### src/rtl/sync_fifo_flags.sv
// ============================================================================
//  Module   : sync_fifo_flags
//  Purpose  : Single-clock FIFO with registered fill count, almost-full/empty
//             thresholds, selectable FWFT read mode and sticky error flags.
//  Revision : 1.0  initial release
// ============================================================================
`default_nettype none

module sync_fifo_flags #(
  parameter int DSIZE    = 8,
  parameter int ASIZE    = 4,
  parameter int AF_LEVEL = 12,
  parameter int AE_LEVEL = 4,
  parameter int FWFT     = 0
) (
  input  logic             clk,
  input  logic             rst,
  input  logic             winc,
  input  logic [DSIZE-1:0] wdata,
  input  logic             rinc,
  input  logic             clr_err,
  output logic [DSIZE-1:0] rdata,
  output logic             wfull,
  output logic             rempty,
  output logic             walmost_full,
  output logic             ralmost_empty,
  output logic [ASIZE:0]   count,
  output logic             overflow,
  output logic             underflow
);

  localparam int             DEPTH = 1 << ASIZE;
  localparam logic [ASIZE:0] C_DEPTH = (ASIZE+1)'(DEPTH);
  localparam logic [ASIZE:0] C_AF    = (ASIZE+1)'(AF_LEVEL);
  localparam logic [ASIZE:0] C_AE    = (ASIZE+1)'(AE_LEVEL);
  localparam logic [ASIZE:0] C_ONE   = (ASIZE+1)'(1);
  localparam logic [ASIZE-1:0] C_PTR_ONE = ASIZE'(1);

  logic [DSIZE-1:0] r_mem [DEPTH];
  logic [ASIZE-1:0] r_wptr;
  logic [ASIZE-1:0] r_rptr;
  logic [ASIZE:0]   r_count;
  logic             r_overflow;
  logic             r_underflow;

  logic             w_full;
  logic             w_empty;
  logic             w_wr_ok;
  logic             w_rd_ok;
  logic [ASIZE:0]   w_count_nxt;

  // All status is decoded from the registered count, so no input reaches an
  // output combinationally and same-cycle read/write cannot rescue a blocked op.
  assign w_full  = (r_count == C_DEPTH);
  assign w_empty = (r_count == '0);
  assign w_wr_ok = winc && !w_full;
  assign w_rd_ok = rinc && !w_empty;

  always_comb begin
    w_count_nxt = r_count;
    unique case ({w_wr_ok, w_rd_ok})
      2'b10:   w_count_nxt = r_count + C_ONE;
      2'b01:   w_count_nxt = r_count - C_ONE;
      default: w_count_nxt = r_count;
    endcase
  end

  always_ff @(posedge clk or posedge rst) begin
    if (rst) begin
      r_wptr      <= '0;
      r_rptr      <= '0;
      r_count     <= '0;
      r_overflow  <= 1'b0;
      r_underflow <= 1'b0;
    end else begin
      if (w_wr_ok) r_wptr <= r_wptr + C_PTR_ONE;
      if (w_rd_ok) r_rptr <= r_rptr + C_PTR_ONE;
      r_count <= w_count_nxt;
      // Set has priority over clear when both happen in one cycle.
      if (winc && w_full)  r_overflow <= 1'b1;
      else if (clr_err)    r_overflow <= 1'b0;
      if (rinc && w_empty) r_underflow <= 1'b1;
      else if (clr_err)    r_underflow <= 1'b0;
    end
  end

  // Storage array is intentionally not reset.
  always_ff @(posedge clk) begin
    if (w_wr_ok && !rst) r_mem[r_wptr] <= wdata;
  end

  generate
    if (FWFT != 0) begin : g_fwft
      assign rdata = r_mem[r_rptr];
    end else begin : g_std
      logic [DSIZE-1:0] r_rdata;
      always_ff @(posedge clk or posedge rst) begin
        if (rst)          r_rdata <= '0;
        else if (w_rd_ok) r_rdata <= r_mem[r_rptr];
      end
      assign rdata = r_rdata;
    end
  endgenerate

  assign wfull         = w_full;
  assign rempty        = w_empty;
  assign walmost_full  = (r_count >= C_AF);
  assign ralmost_empty = (r_count <= C_AE);
  assign count         = r_count;
  assign overflow      = r_overflow;
  assign underflow     = r_underflow;

endmodule

`default_nettype wire

### config.mk
export PLATFORM = sky130hd
export DESIGN_NAME = sync_fifo_flags
export DESIGN_NICKNAME = d
export VERILOG_FILES = /design/src/rtl/sync_fifo_flags.sv
export SDC_FILE = /design/constraint.sdc
export NUM_CORES = 1
export LEC_CHECK = 0
export ABC_AREA = 1
export BUFFER_PORTS_ARGS = -buffer_cell sky130_fd_sc_hd__buf_2
export CORE_ASPECT_RATIO = 1.5
export CORE_MARGIN = 2
export CORE_UTILIZATION = 65
export CTS_BUF_LIST = sky130_fd_sc_hd__clkbuf_4 sky130_fd_sc_hd__clkbuf_8 sky130_fd_sc_hd__clkbuf_16
export DETAILED_ROUTE_END_ITERATION = 8
export GPL_ROUTABILITY_DRIVEN = 0
export HOLD_SLACK_MARGIN = 0.02
export PLACE_DENSITY = 0.92
export SYNTH_ARGS = -nofsm -noshare
export SYNTH_HDL_FRONTEND = slang
export SYNTH_SLANG_ARGS = --single-unit
### constraint.sdc
create_clock -name clk -period 3.6 [get_ports clk]
set_clock_uncertainty 0.2 [all_clocks]
set_input_delay 0.18 -clock clk [delete_from_list [all_inputs] [get_ports clk]]
set_output_delay 0.18 -clock clk [all_outputs]
set_load 0.01 [all_outputs]
After elaboration in Yosys (flattened, before gate mapping) --
Memories as Yosys holds them, arrays and structs flattened. A register that Yosys moved wholly into a read port is not among the register bits. Index checks and enable logic that the tools add are counted. Widths: inputs -> output; s select.
Storage, ports and cells: bits in registers 15, bits of input ports 13, logic and storage cells 33, output and inout bits 19, memory bits (writable) 128, memories kept 1
Memories:
- r_mem | words 16, width 8, read ports 1, clocked after Yosys merged registers in 1, wr ports 1, RTL line 39 | logic [DSIZE-1:0] r_mem [DEPTH];
Cells by class: magnitude comparators 2, reduce and logical (&&, ||, !) cells 12, equal/unequal tests 3, multiplexer cells 6, add/subtract/negate cells 4
Operator list (number):
- $pmux 5 s2 | 1
- $add 4x1->4 const B | 2
- $reduce_bool 2->1 | 3
- $add 5x1->5 const B | 1
- $eq 5x5->1 const B | 1
- $ge 5x4->1 const B | 1
- $le 5x3->1 const B | 1
- $logic_and 1x1->1 | 5
- $logic_not 5->1 | 1
- $mux 1 | 5
- $sub 5x1->5 const B | 1
- $logic_not 1->1 | 3
- $eq 2x1->1 const B | 1
- $eq 2x2->1 const B | 1

Longest topological paths before layout --
depth after elaboration 6, depth in mapped cells 16

Worst setup path before layout --
No wires, ideal clock.
kind register to register, start point register r_count[3] (netlist: count[3]), end point register r_count[4] (netlist: count[4]), library setup time 117 ps, clock period less this slack 2406 ps, slack 1194 ps, cell stages (with the launch flop) 16, data arrival time 2089 ps, cell sequence dfrtp_1 nor2_2 nand3_2 nand2_4 inv_2 buf_2 ha_1 clkbuf_1 xor2_1 ha_1 inv_1 nand2_1 nand2_1 nand3_1 nand3_1 nand2_1
Between the ends: word-level cells in the longest chain between the ends 5
RTL lines:
- start, declared | RTL line 42 | logic [ASIZE:0] r_count;
- start signal, assigned | RTL line 78 | r_count <= w_count_nxt;
- $eq 5x5->1 / $logic_not 5->1 (equally long branches) | RTL line 54, 55
- $logic_not 1->1 (on tied branches) | RTL line 56, 57
- $logic_and 1x1->1 (on tied branches) | RTL line 56, 57
- $eq 2x1->1 / $eq 2x2->1 (equally long branches) | RTL line 61 | unique case ({w_wr_ok, w_rd_ok})
- $pmux 5 s2 / $reduce_bool 2->1 (equally long branches)
Several ways; a longest one is shown, not always the timed one. A chain may end at the register's enable or synchronous reset.

Worst setup path in the final report --
start point input port rst, end point memory r_mem[8][1], enable pin
Between the ends: word-level cells in the longest chain between the ends 4
RTL lines:
- start, declared | RTL line 17 | input logic rst,
- $logic_not 1->1 (no line)
- $logic_and 1x1->1 | RTL line 89 | if (w_wr_ok && !rst) r_mem[r_wptr] <= wdata;
- $mux 1 | RTL line 89
- $mux 1 (implied by the code) | RTL line 89
- end, declared | RTL line 39
No other way between the ends.

==> run_results.csv <==
group,metric,value,unit
status,outcome,"completed",
power,total_power,0.00578,W
global_routing,met2_usage,0.502,
clock_network,postCtsSetupBuffers,0,
global_routing,grt_usage,0.295,
hold_path,hold_end,"overflow",
hold_path,min_from,"clr_err",
clock_network,htreeDepth,4,
die,num_io_pins,32,
power,clkPwrFrac,0.277,
power,leakagePower,2.56,nW
global_routing,met1_usage,0.336,
setup_path,reg2reg_from,"count[1]",
placement,place_area,0.00646,mm²
sta,fin_setup_tns,0,ns
sta,fin_crit_sh,0.766,
route,drc_errors,0,
power,switchingPower,0.00214,W
sta,report.final.setup_viol,0,
die,core_area,0.00958,mm²
route,antenna_left,0,
clock_network,clkTransAtPathRegs,0.06,ns
route,drtIter0Drc,649,
die,start_util,0.660,
sta,clock.fmax,363,MHz
setup_path,cp_max_fo,8,
sta,rsz0062_at_grt,"false",
setup_path,cp-end-kind,"register",
sta,tightest_slew,1.01,ns
setup_path,cp.arrival,2.60,ns
run,drv_cap,0,
placement,port_buffers,31,
synth,syn-cell-area,0.00632,mm²
synth,synth_ff_type,"edfxtp_1",
sta,max_slew_margin,0.323,
die,die_y,125,µm
synth,synth_async_sr_flop_share,0.152,
clock_network,ctsHoldBuffers,14,
power,swShare,0.371,
die,rows,44,
setup_path,required,3.44,ns
final_layout,final_cell_mix,"edfxtp_1, nor2_1, o21ai_0, o211ai_1, buf_2",
synth,synth_edf_count,128,
die,die_x,84.5,µm
power,vdd_drop_max,0.531,mV
route,wire_per_inst,21.6,µm
clock_network,clk_path_buf_depth,2,
power,p_seq_frac,0.403,
final_layout,fin_area,0.00714,mm²
setup_path,rrSetupSlack,1.00,ns
clock_network,clk_latency,0.42,ns
hold_path,hold_path_depth,3,
final_layout,fin_nets,578,
power,power_density,809,mW/mm²
placement,pre_cts_ws,1.06,ns
hold_path,hold_path.class,"in -> reg",
power,combPwrFrac,0.321,
final_layout,drive_above_1_share,0.138,
final_layout,area_growth,12.9,%
global_routing,grt_busiest_layer,"met2",
placement,hpwlAfterDp,8870,µm
clock_network,clkSinkCount,151,
global_routing,grt_max_degree,66,
global_routing,grt_pass1_wl,23100,µm
final_layout,final_common_cell,"edfxtp_1",
global_routing,grt_overflow,0,
sta,hold_viol_final,0,
route,routed_wl,14800,µm
die,die_area,0.0105,mm²
synth,synth.distinct_cells,29,
clock_network,numCtsBuffers,17,
setup_path,reg2reg_to,"count[4]",
clock_network,cts_resized,0,
route,first_pass_iters,6,
clock_network,cts_tree,"yes",
final_layout,fillCellCount,567,
final_layout,diodes,0,
setup_path,cp-start-kind,"input pin",
synth,netlist_instances,518,
synth,yosys_warnings,0,
global_routing,antenna_found_initial,0,
power,p_int,0.00363,W
sta,setup_slack,0.843,ns
route,viasPerCell,6.47,
global_routing,use_met3,0.0775,
sta,final.min_clock_period,2.76,ns
sta,final_max_slew_viol_count,0,
setup_path,r2r_cells,14,
clock_network,cts-root-buf,"clkbuf_16",
route,vias,4435,
sta,timing.hold.ws,0.311,ns
global_routing,grt_pass1_vias,4457,
setup_path,worst-setup-path-type,"in -> reg",
synth,ys_ff_latch,151,
synth,synth-seq-area-share,0.699,
synth,synthesis.nets,538,
synth,syn_avg_cell_area,12.2,µm²
-- power by group through the flow --
stage	Sequential, W	Clock [W]	Combinational, W
2_1_floorplan	0.00229	0	0.00135
5_1_grt	0.00235	0.00167	0.00201
3_5_place_dp	0.00235	0	0.00174
4_1_cts	0.00232	0.00161	0.00181
6_report	0.00233	0.00160	0.00185
3_3_place_gp	0.00233	0	0.00166
-- synth_stat cells (3+ instances only) --
cell        n  share of area
a31oi_1     8         0.0079
buf_2       9         0.0071
buf_4       4         0.0048
buf_6       7          0.012
clkbuf_1    6         0.0036
dfrtp_1    23          0.091
edfxtp_1  128           0.61
ha_1        7          0.014
inv_1      17          0.010
nand2_1    26          0.015
nand3_1    27          0.021
nand4_1     3         0.0030
nor2_1    123          0.073
o211ai_1   32          0.038
o21ai_0    68          0.054
xnor2_1     3         0.0042
xor2_1      8          0.011
-- logic make-up after synthesis --
| family | Yosys count | synth area share |
|---|---|---|
| buffers and inverters | 51 | 0.0455 |
| and+or+nand+nor | 188 | 0.125 |
| AOI/OAI and AO/OA | 110 | 0.101 |
| DFF | 151 | 0.699 |
| xor gates and xnor gates | 11 | 0.0152 |
| adders and majority gates | 7 | 0.0139 |
-- how the worst max path moves through the flow --
stage	start	end	cells after the start
2_1_floorplan	count[3]	count[4]	15
3_3_place_gp	count[1]	count[4]	14
3_5_place_dp	count[1]	count[4]	14
4_1_cts	rst	r_mem[8][6]	6
5_1_grt	rst	r_mem[8][6]	6
6_report	rst	r_mem[8][1]	6
-- final cells by class --
class | count | area [µm²] | area share
multi-input cells | 316 | 1610 | 0.226
clock buffers | 17 | 425 | 0.0596
clock inverters | 15 | 114 | 0.0160
well taps | 115 | 144 | 0.0202
repair buffers | 50 | 333 | 0.0466
inverters | 22 | 87.6 | 0.0123
flip-flops and latches | 151 | 4420 | 0.619
-- registers in the layout, summed over array words and instances (netlist names) --
register,flops
underflow,1
overflow,1
r_rptr,4
r_mem,128
r_wptr,4
rdata,8
count,5
-- critical path, cell delays in order --
cell and delay (ns):
dlygate4sd3_1 0.52, buf_2 0.11, dlygate4sd3_1 0.55, inv_1 0.21
nand3_1 0.20, nor2_1 0.82
-- through the flow --
stage	instances	utilization
global route	686	0.745
global placement	640	0.674
detailed placement	640	0.674
CTS	686	0.745
finish	686	0.745
floorplan	518	-
-- metal layers --
metal  vias to the layer above  share of wire
li1                       1928              -
met1                      2106           0.33
met2                       341           0.53
met3                        60          0.093
met4                         0          0.047
met5                         -              0
Note: power is estimated with default switching activity, not from simulation.
